`src/rtl/lighthouse_sample_arbiter_pkg.sv`:
```
`default_nettype none
// ============================================================================
// Module  : lighthouse_pkg
// Brief   : Shared field layout and types for lighthouse sensor words.
// Revision: 1.0 - initial release
// ============================================================================
package lighthouse_pkg;

    localparam int SENSOR_WORD_WIDTH = 32;
    localparam int LH_ID_BIT         = 31;
    localparam int AXIS_BIT          = 30;
    localparam int VALID_BIT         = 29;
    localparam int SENSOR_ID_MSB     = 28;
    localparam int SENSOR_ID_LSB     = 19;
    localparam int DURATION_MSB      = 18;
    localparam int SENSOR_IDX_WIDTH  = 4;

    typedef logic [SENSOR_WORD_WIDTH-1:0] sensor_word_t;
    typedef logic [SENSOR_IDX_WIDTH-1:0]  sensor_idx_t;

    function automatic logic word_is_valid(input sensor_word_t word);
        return word[VALID_BIT];
    endfunction

endpackage
`default_nettype wire

```
`src/rtl/lighthouse_sample_arbiter_if.sv`:
```
`default_nettype none
// ============================================================================
// Module  : lighthouse_sample_arbiter_if
// Brief   : Sensor strobe/data inputs plus the serialised valid/ready stream.
// Revision: 1.0 - initial release
// ============================================================================
interface lighthouse_sample_arbiter_if #(
    parameter int NUMBER_OF_SENSORS = 4
);
    import lighthouse_pkg::*;

    logic [NUMBER_OF_SENSORS-1:0]                   sample_strobe_i;
    logic [SENSOR_WORD_WIDTH*NUMBER_OF_SENSORS-1:0] sensor_data_i;
    logic                                           out_valid_o;
    logic                                           out_ready_i;
    sensor_word_t                                   out_data_o;
    sensor_idx_t                                    out_sensor_o;

    // The arbiter sources the output stream.
    modport master (
        input  sample_strobe_i,
        input  sensor_data_i,
        input  out_ready_i,
        output out_valid_o,
        output out_data_o,
        output out_sensor_o
    );

    modport slave (
        output sample_strobe_i,
        output sensor_data_i,
        output out_ready_i,
        input  out_valid_o,
        input  out_data_o,
        input  out_sensor_o
    );

endinterface
`default_nettype wire

```
`src/rtl/lighthouse_sample_arbiter_rr.sv`:
```
`default_nettype none
// ============================================================================
// Module  : rr_arbiter
// Brief   : Round-robin pick starting one past the previous grant.
// Revision: 1.0 - initial release
// ============================================================================
module rr_arbiter
    import lighthouse_pkg::*;
#(
    parameter int NUMBER_OF_SENSORS = 4
) (
    input  logic [NUMBER_OF_SENSORS-1:0] request,
    input  sensor_idx_t                  last_grant,
    output logic [NUMBER_OF_SENSORS-1:0] grant,
    output sensor_idx_t                  grant_index,
    output logic                         any
);

    localparam logic [4:0] c_count = 5'(NUMBER_OF_SENSORS);

    logic [15:0] w_req_pad;
    logic [4:0]  w_slot;
    logic        w_found;

    assign w_req_pad = 16'(request);

    always_comb begin
        w_found     = 1'b0;
        w_slot      = '0;
        grant_index = '0;
        for (int off = 1; off <= NUMBER_OF_SENSORS; off++) begin
            w_slot = {1'b0, last_grant} + 5'(off);
            if (w_slot >= c_count) begin
                w_slot = w_slot - c_count;
            end
            if (!w_found && w_req_pad[w_slot[3:0]]) begin
                w_found     = 1'b1;
                grant_index = w_slot[3:0];
            end
        end
    end

    generate
        for (genvar k = 0; k < NUMBER_OF_SENSORS; k++) begin : g_grant
            assign grant[k] = w_found && (grant_index == sensor_idx_t'(k));
        end
    endgenerate

    assign any = w_found;

endmodule
`default_nettype wire

```
`src/rtl/lighthouse_sample_arbiter.sv`:
```
`default_nettype none
// ============================================================================
// Module  : lighthouse_sample_arbiter
// Brief   : One-deep per-sensor slots drained round-robin onto a valid/ready
//           stream, with sticky overrun flags and a saturating overrun count.
// Revision: 1.0 - initial release
// ============================================================================
module lighthouse_sample_arbiter
    import lighthouse_pkg::*;
#(
    parameter int NUMBER_OF_SENSORS = 4,
    parameter int OVR_WIDTH         = 16
) (
    input  logic                           clock,
    input  logic                           reset_n,
    input  logic                           enable_i,
    input  logic                           clear_i,
    lighthouse_sample_arbiter_if.master    bus,
    output logic [NUMBER_OF_SENSORS-1:0]   pending_o,
    output logic [NUMBER_OF_SENSORS-1:0]   overrun_flags_o,
    output logic [OVR_WIDTH-1:0]           overrun_count_o
);

    localparam int c_sum_width = OVR_WIDTH + 5;

    sensor_word_t                 r_hold [NUMBER_OF_SENSORS];
    logic [NUMBER_OF_SENSORS-1:0] r_pending;
    logic [NUMBER_OF_SENSORS-1:0] r_flags;
    logic [OVR_WIDTH-1:0]         r_count;
    sensor_idx_t                  r_last_grant;
    logic                         r_out_valid;
    sensor_word_t                 r_out_data;
    sensor_idx_t                  r_out_sensor;

    logic                         w_xfer;
    logic                         w_load;
    logic                         w_any;
    sensor_idx_t                  w_grant_index;
    logic [NUMBER_OF_SENSORS-1:0] w_grant;
    logic [NUMBER_OF_SENSORS-1:0] w_capture;
    logic [NUMBER_OF_SENSORS-1:0] w_unload;
    logic [NUMBER_OF_SENSORS-1:0] w_overrun;
    logic [4:0]                   w_overrun_num;
    sensor_word_t                 w_sel_data;
    logic [c_sum_width-1:0]       w_count_sum;
    logic [OVR_WIDTH-1:0]         w_count_next;

    rr_arbiter #(
        .NUMBER_OF_SENSORS (NUMBER_OF_SENSORS)
    ) u_rr_arbiter (
        .request     (r_pending),
        .last_grant  (r_last_grant),
        .grant       (w_grant),
        .grant_index (w_grant_index),
        .any         (w_any)
    );

    assign w_xfer   = r_out_valid & bus.out_ready_i;
    assign w_load   = (~r_out_valid | w_xfer) & w_any;
    assign w_unload = w_load ? w_grant : '0;

    generate
        for (genvar k = 0; k < NUMBER_OF_SENSORS; k++) begin : g_capture
            assign w_capture[k] = bus.sample_strobe_i[k] & enable_i &
                                  word_is_valid(bus.sensor_data_i[k*SENSOR_WORD_WIDTH +: SENSOR_WORD_WIDTH]);
        end
    endgenerate

    // A slot being unloaded this cycle can take a new word without loss.
    assign w_overrun = w_capture & r_pending & ~w_unload;

    always_comb begin
        w_sel_data    = '0;
        w_overrun_num = '0;
        for (int k = 0; k < NUMBER_OF_SENSORS; k++) begin
            if (w_grant[k]) begin
                w_sel_data = w_sel_data | r_hold[k];
            end
            w_overrun_num = w_overrun_num + {4'b0, w_overrun[k]};
        end
    end

    assign w_count_sum  = {5'b0, r_count} + c_sum_width'(w_overrun_num);
    assign w_count_next = (w_count_sum[c_sum_width-1:OVR_WIDTH] != '0) ? '1
                                                                       : w_count_sum[OVR_WIDTH-1:0];

    always_ff @(posedge clock or negedge reset_n) begin
        if (!reset_n) begin
            for (int k = 0; k < NUMBER_OF_SENSORS; k++) begin
                r_hold[k] <= '0;
            end
            r_pending    <= '0;
            r_flags      <= '0;
            r_count      <= '0;
            r_last_grant <= sensor_idx_t'(NUMBER_OF_SENSORS - 1);
            r_out_valid  <= 1'b0;
            r_out_data   <= '0;
            r_out_sensor <= '0;
        end else begin
            for (int k = 0; k < NUMBER_OF_SENSORS; k++) begin
                if (w_capture[k]) begin
                    r_hold[k] <= bus.sensor_data_i[k*SENSOR_WORD_WIDTH +: SENSOR_WORD_WIDTH];
                end
            end
            r_pending <= (r_pending & ~w_unload) | w_capture;

            if (clear_i) begin
                r_flags <= '0;
                r_count <= '0;
            end else begin
                r_flags <= r_flags | w_overrun;
                r_count <= w_count_next;
            end

            if (w_load) begin
                r_out_valid  <= 1'b1;
                r_out_data   <= w_sel_data;
                r_out_sensor <= w_grant_index;
                r_last_grant <= w_grant_index;
            end else if (w_xfer) begin
                r_out_valid  <= 1'b0;
            end
        end
    end

    assign bus.out_valid_o  = r_out_valid;
    assign bus.out_data_o   = r_out_data;
    assign bus.out_sensor_o = r_out_sensor;
    assign pending_o        = r_pending;
    assign overrun_flags_o  = r_flags;
    assign overrun_count_o  = r_count;

endmodule
`default_nettype wire

```
`src/flat_wrapper.sv`:
```
// flat-port wrapper written by rule: the top's interface ports become plain ports
module lighthouse_sample_arbiter_flat import lighthouse_pkg::*;
#(
    parameter int NUMBER_OF_SENSORS = 4,
    parameter int OVR_WIDTH         = 16
)
  (clock, reset_n, enable_i, clear_i, pending_o, overrun_flags_o, overrun_count_o, bus_sample_strobe_i, bus_sensor_data_i, bus_out_ready_i, bus_out_valid_o, bus_out_data_o, bus_out_sensor_o);
  lighthouse_sample_arbiter_if #(.NUMBER_OF_SENSORS(NUMBER_OF_SENSORS)) bus_i ();
  input  logic clock;
  input  logic reset_n;
  input  logic enable_i;
  input  logic clear_i;
  output logic [NUMBER_OF_SENSORS-1:0] pending_o;
  output logic [NUMBER_OF_SENSORS-1:0] overrun_flags_o;
  output logic [OVR_WIDTH-1:0] overrun_count_o;
  input wire logic [$bits(bus_i.sample_strobe_i)-1:0] bus_sample_strobe_i;
  input wire logic [$bits(bus_i.sensor_data_i)-1:0] bus_sensor_data_i;
  input wire logic [$bits(bus_i.out_ready_i)-1:0] bus_out_ready_i;
  output wire logic [$bits(bus_i.out_valid_o)-1:0] bus_out_valid_o;
  output wire logic [$bits(bus_i.out_data_o)-1:0] bus_out_data_o;
  output wire logic [$bits(bus_i.out_sensor_o)-1:0] bus_out_sensor_o;
  assign bus_i.sample_strobe_i = bus_sample_strobe_i;
  assign bus_i.sensor_data_i = bus_sensor_data_i;
  assign bus_i.out_ready_i = bus_out_ready_i;
  assign bus_out_valid_o = bus_i.out_valid_o;
  assign bus_out_data_o = bus_i.out_data_o;
  assign bus_out_sensor_o = bus_i.out_sensor_o;
  lighthouse_sample_arbiter #(.NUMBER_OF_SENSORS(NUMBER_OF_SENSORS), .OVR_WIDTH(OVR_WIDTH)) u_core (.clock(clock), .reset_n(reset_n), .enable_i(enable_i), .clear_i(clear_i), .bus(bus_i), .pending_o(pending_o), .overrun_flags_o(overrun_flags_o), .overrun_count_o(overrun_count_o));
endmodule
```
`config.mk`:
```
export PLATFORM = sky130hd
export DESIGN_NAME = lighthouse_sample_arbiter_flat
export DESIGN_NICKNAME = d
export VERILOG_FILES = /design/src/rtl/lighthouse_sample_arbiter_pkg.sv /design/src/rtl/lighthouse_sample_arbiter_if.sv /design/src/rtl/lighthouse_sample_arbiter_rr.sv /design/src/rtl/lighthouse_sample_arbiter.sv /design/src/flat_wrapper.sv
export SDC_FILE = /design/constraint.sdc
export NUM_CORES = 1
export LEC_CHECK = 0
export BUFFER_PORTS_ARGS = -buffer_cell sky130_fd_sc_hd__buf_2
export CAP_MARGIN = 15
export CORE_MARGIN = 2
export CORE_UTILIZATION = 59
export CTS_CLUSTER_SIZE = 24
export DETAILED_ROUTE_END_ITERATION = 6
export GPL_TIMING_DRIVEN = 0
export PLACE_DENSITY = 0.87
export SLEW_MARGIN = 15
export SYNTH_ARGS = -nofsm -noshare
export SYNTH_HDL_FRONTEND = slang
export SYNTH_SLANG_ARGS = --single-unit
```
`constraint.sdc`:
```
create_clock -name clock -period 10.93 [get_ports clock]
set_clock_uncertainty 0.15 [all_clocks]
set_input_delay 0.5465 -clock clock [delete_from_list [all_inputs] [get_ports clock]]
set_output_delay 0.5465 -clock clock [all_outputs]
set_load 0.005 [all_outputs]
```
==> out/qor.yml <==
status: "completed"
overflow: 0
synth_compound_area_share_pct: 10.9
wire_per_inst_um: 20.5
ant_nets: 0
seq_area_frac_synth_pct: 53.7
wl_um: 22500
postCtsResizedCells: 0
num_vias: 6560
fin_crit_ps: 6860
netlist_area_um2: 8900
cts_sinks: 191
drt_pre_antenna_iters: 5
syn_area_per_cell_um2: 13.0
die_w_um: 127
clockBufferDepth: 2
p_leak_nw: 4.97
async_reset_ff_share_pct: 100
port-buffer-count: 197
ys.flop_type: "dfrtp_1"
cts_tree: "done"
dieHeight_um: 127
crit_top_cell: "inv_1"
synth_nets: 842
synth_xor_area_share_pct: 1.48
worst_path_largest_cell_delay_ps: 570
yosysTopAreaCellShare_pct: 53.1
endpoint_kind: "flop"
htree_levels: 4
cts_buffers: 17
io_pins: 198
antenna_cells: 0
synthCells: 684
min_period_over_period_pct: 62.8
power_density_nw_per_um2: 309
initial_utilization_pct: 60.8
setup_viol: 0
rsz0062_at_grt: "false"
yosys.area_share.simple_pct: 6.14
worstPathMaxFanout: 10
hold_viol_final: 0
ys_types: 59
hold_class: "in -> reg"
cts-root-buf: "clkbuf_16"
synth_mux_area_share_pct: 20.7
cp.arrival_ps: 7060
netlist_top_cells_area: "dfrtp_1 53%, mux2_2 16%, mux2i_1 3.9%, a32oi_1 3.1%, o211ai_1 2.9%"
grt_pass1_wl_um: 35800
maxSlewHeadroom_pct: 43.0
ir_drop_mv: 0.270
synth_top_family_by_area: "multiplexers"
dp.cells: 1066
dp_hpwl_um: 15800
antenna_found_initial: 2
drt_iter0_markers: 441
layout-drive-gt1-share_pct: 43.6
finalInstanceArea_um2: 10700
start_kind: "flop"
yosys.area.top_type: "dfrtp_1"
cpMaxStageDelayCell: "dfstp_2"
final_cell_count_no_fill: 1096
yosys-top-cells-count: "189 x dfrtp_1, 125 x mux2_2, 38 x nand3_1"
crit_required_ps: 11130
tightestPinTransition_ps: 854
ys.warnings.count: 0
areaGrowthSynthToFinish_pct: 20.2
maxCapViolations: 0
insertion_delay_ps: 440
slew_viol_final: 0
fin_nets: 1060
grt_max_degree: 109
placementRows: 44
synthAdderAreaFrac_pct: 3.12
ys_ff_latch: 191
post_cts_buffers: 0
fp.coreArea_um2: 14600
worstSetupPathType: "reg -> reg"
place.gp.congestion: 0.868
max_freq_mhz: 146
synth.most_common_cell: "dfrtp_1"
clkTransAtPathRegs_ps: 70
viasPerCell: 5.99
dieArea_um2: 16100
reg2reg_setup_slack_ps: 4070
gr-usage-all-layers_pct: 29.0
drc_errors: 0
grt_pass1_vias: 7009
placed_area_um2: 10200
synth_edf_count: 0
hold_slack_ps: 188
fin_tns_setup_ps: 0
==> critical path: cells and delay by family (launching register included) <==
family / cells / cell delay (ps)
AOI/OAI and AO/OA: 8 / 1830
buffers and inverters: 10 / 1300
adders and majority gates: 6 / 1700
and+or+nand+nor: 4 / 940
xor gates and xnor gates: 1 / 280
DFF: 1 / 570
==> where the power goes <==
group | switching [mW] | total, mW | internal, mW
sequential | 0.111 | 1.00 | 0.893
combinational | 1.01 | 1.73 | 0.719
clock | 0.274 | 0.578 | 0.304
total | 1.39 | 3.31 | 1.92
==> per-stage QoR <==
step	util [%]	power [mW]	setup slack [ps]
CTS	73.1	3.31	4130
global route	73.1	3.50	3690
detailed placement	69.3	2.72	4200
global placement	69.1	2.67	4360
finish	73.1	3.31	4070
floorplan	-	2.19	5000
==> repair_timing <==
action | 4_1_cts | 5_1_grt
setup endpoints to repair | 0 | 0
hold endpoints to repair | 81 | 0
hold buffers | 1 | 0
==> sequential cells by signal, summed over array words and instances (netlist names) <==
register and count:
u_core.overrun_count_o 16, u_core.pending_o 4, u_core.r_last_grant 2, u_core.bus.out_data_o 32, u_core.r_hold 128, u_core.bus.out_valid_o 1
u_core.overrun_flags_o 4, u_core.bus.out_sensor_o 4
==> worst paths after layout <==
path,endpoint,from,cells past startpoint
worst max-delay path,u_core.overrun_count_o[11],u_core.r_last_grant[0],29
worst min-delay path,u_core.r_hold[46],bus_sensor_data_i[78],2
worst max register to register,u_core.overrun_count_o[11],u_core.r_last_grant[0],29
worst min register to register,u_core.r_hold[125],u_core.r_hold[125],1
max in group asynchronous,u_core.r_hold[0],reset_n,3
min in group asynchronous,u_core.overrun_count_o[6],reset_n,2
==> final cells by class <==
class                      count  area (um^2)
timing repair buffer         199         1030
inverter                      22         82.6
buffer                        47          272
fill                        1006         3940
tap                          184          230
sequential                   191         4780
multi-input combinational    424         3760
clock buffer                  19          453
clock inverter                10         83.8
==> cells in the final DEF, fill, tap and decap left out, types with 3 or more instances in the layout <==
cell type   count
buf_2         209
dfrtp_1       189
mux2_2        125
nand3_1        38
mux2i_1        35
o211ai_1       34
a32oi_1        32
a21oi_1        23
inv_1          22
clkbuf_1       19
ha_1           19
nand2_1        17
clkbuf_16      17
nor2_1         11
xor2_1         10
buf_4           9
buf_6           6
nand2b_1        6
xnor2_1         5
o21ai_0         5
and2_1          4
nor2b_1         4
nor4_1          4
a21o_1          4
a22o_1          3
and3_1          3
inv_8           3
clkinvlp_4      3
==> metal layers <==
metal	GRT usage (%)	vias to the layer above	wire length [um]
li1	-	2950	-
met1	37.0	3308	8990
met2	48.0	265	11100
met3	8.81	35	1880
met4	9.44	2	451
met5	0	-	13
==> cell families after synthesis <==
group           after synthesis
flops                       191
mux                         165
compound gates              122
simple gates                101
buf+inv                      69
fa+ha+maj                    21
xor+xnor                     15
Note: power is estimated with default switching activity, not from simulation.
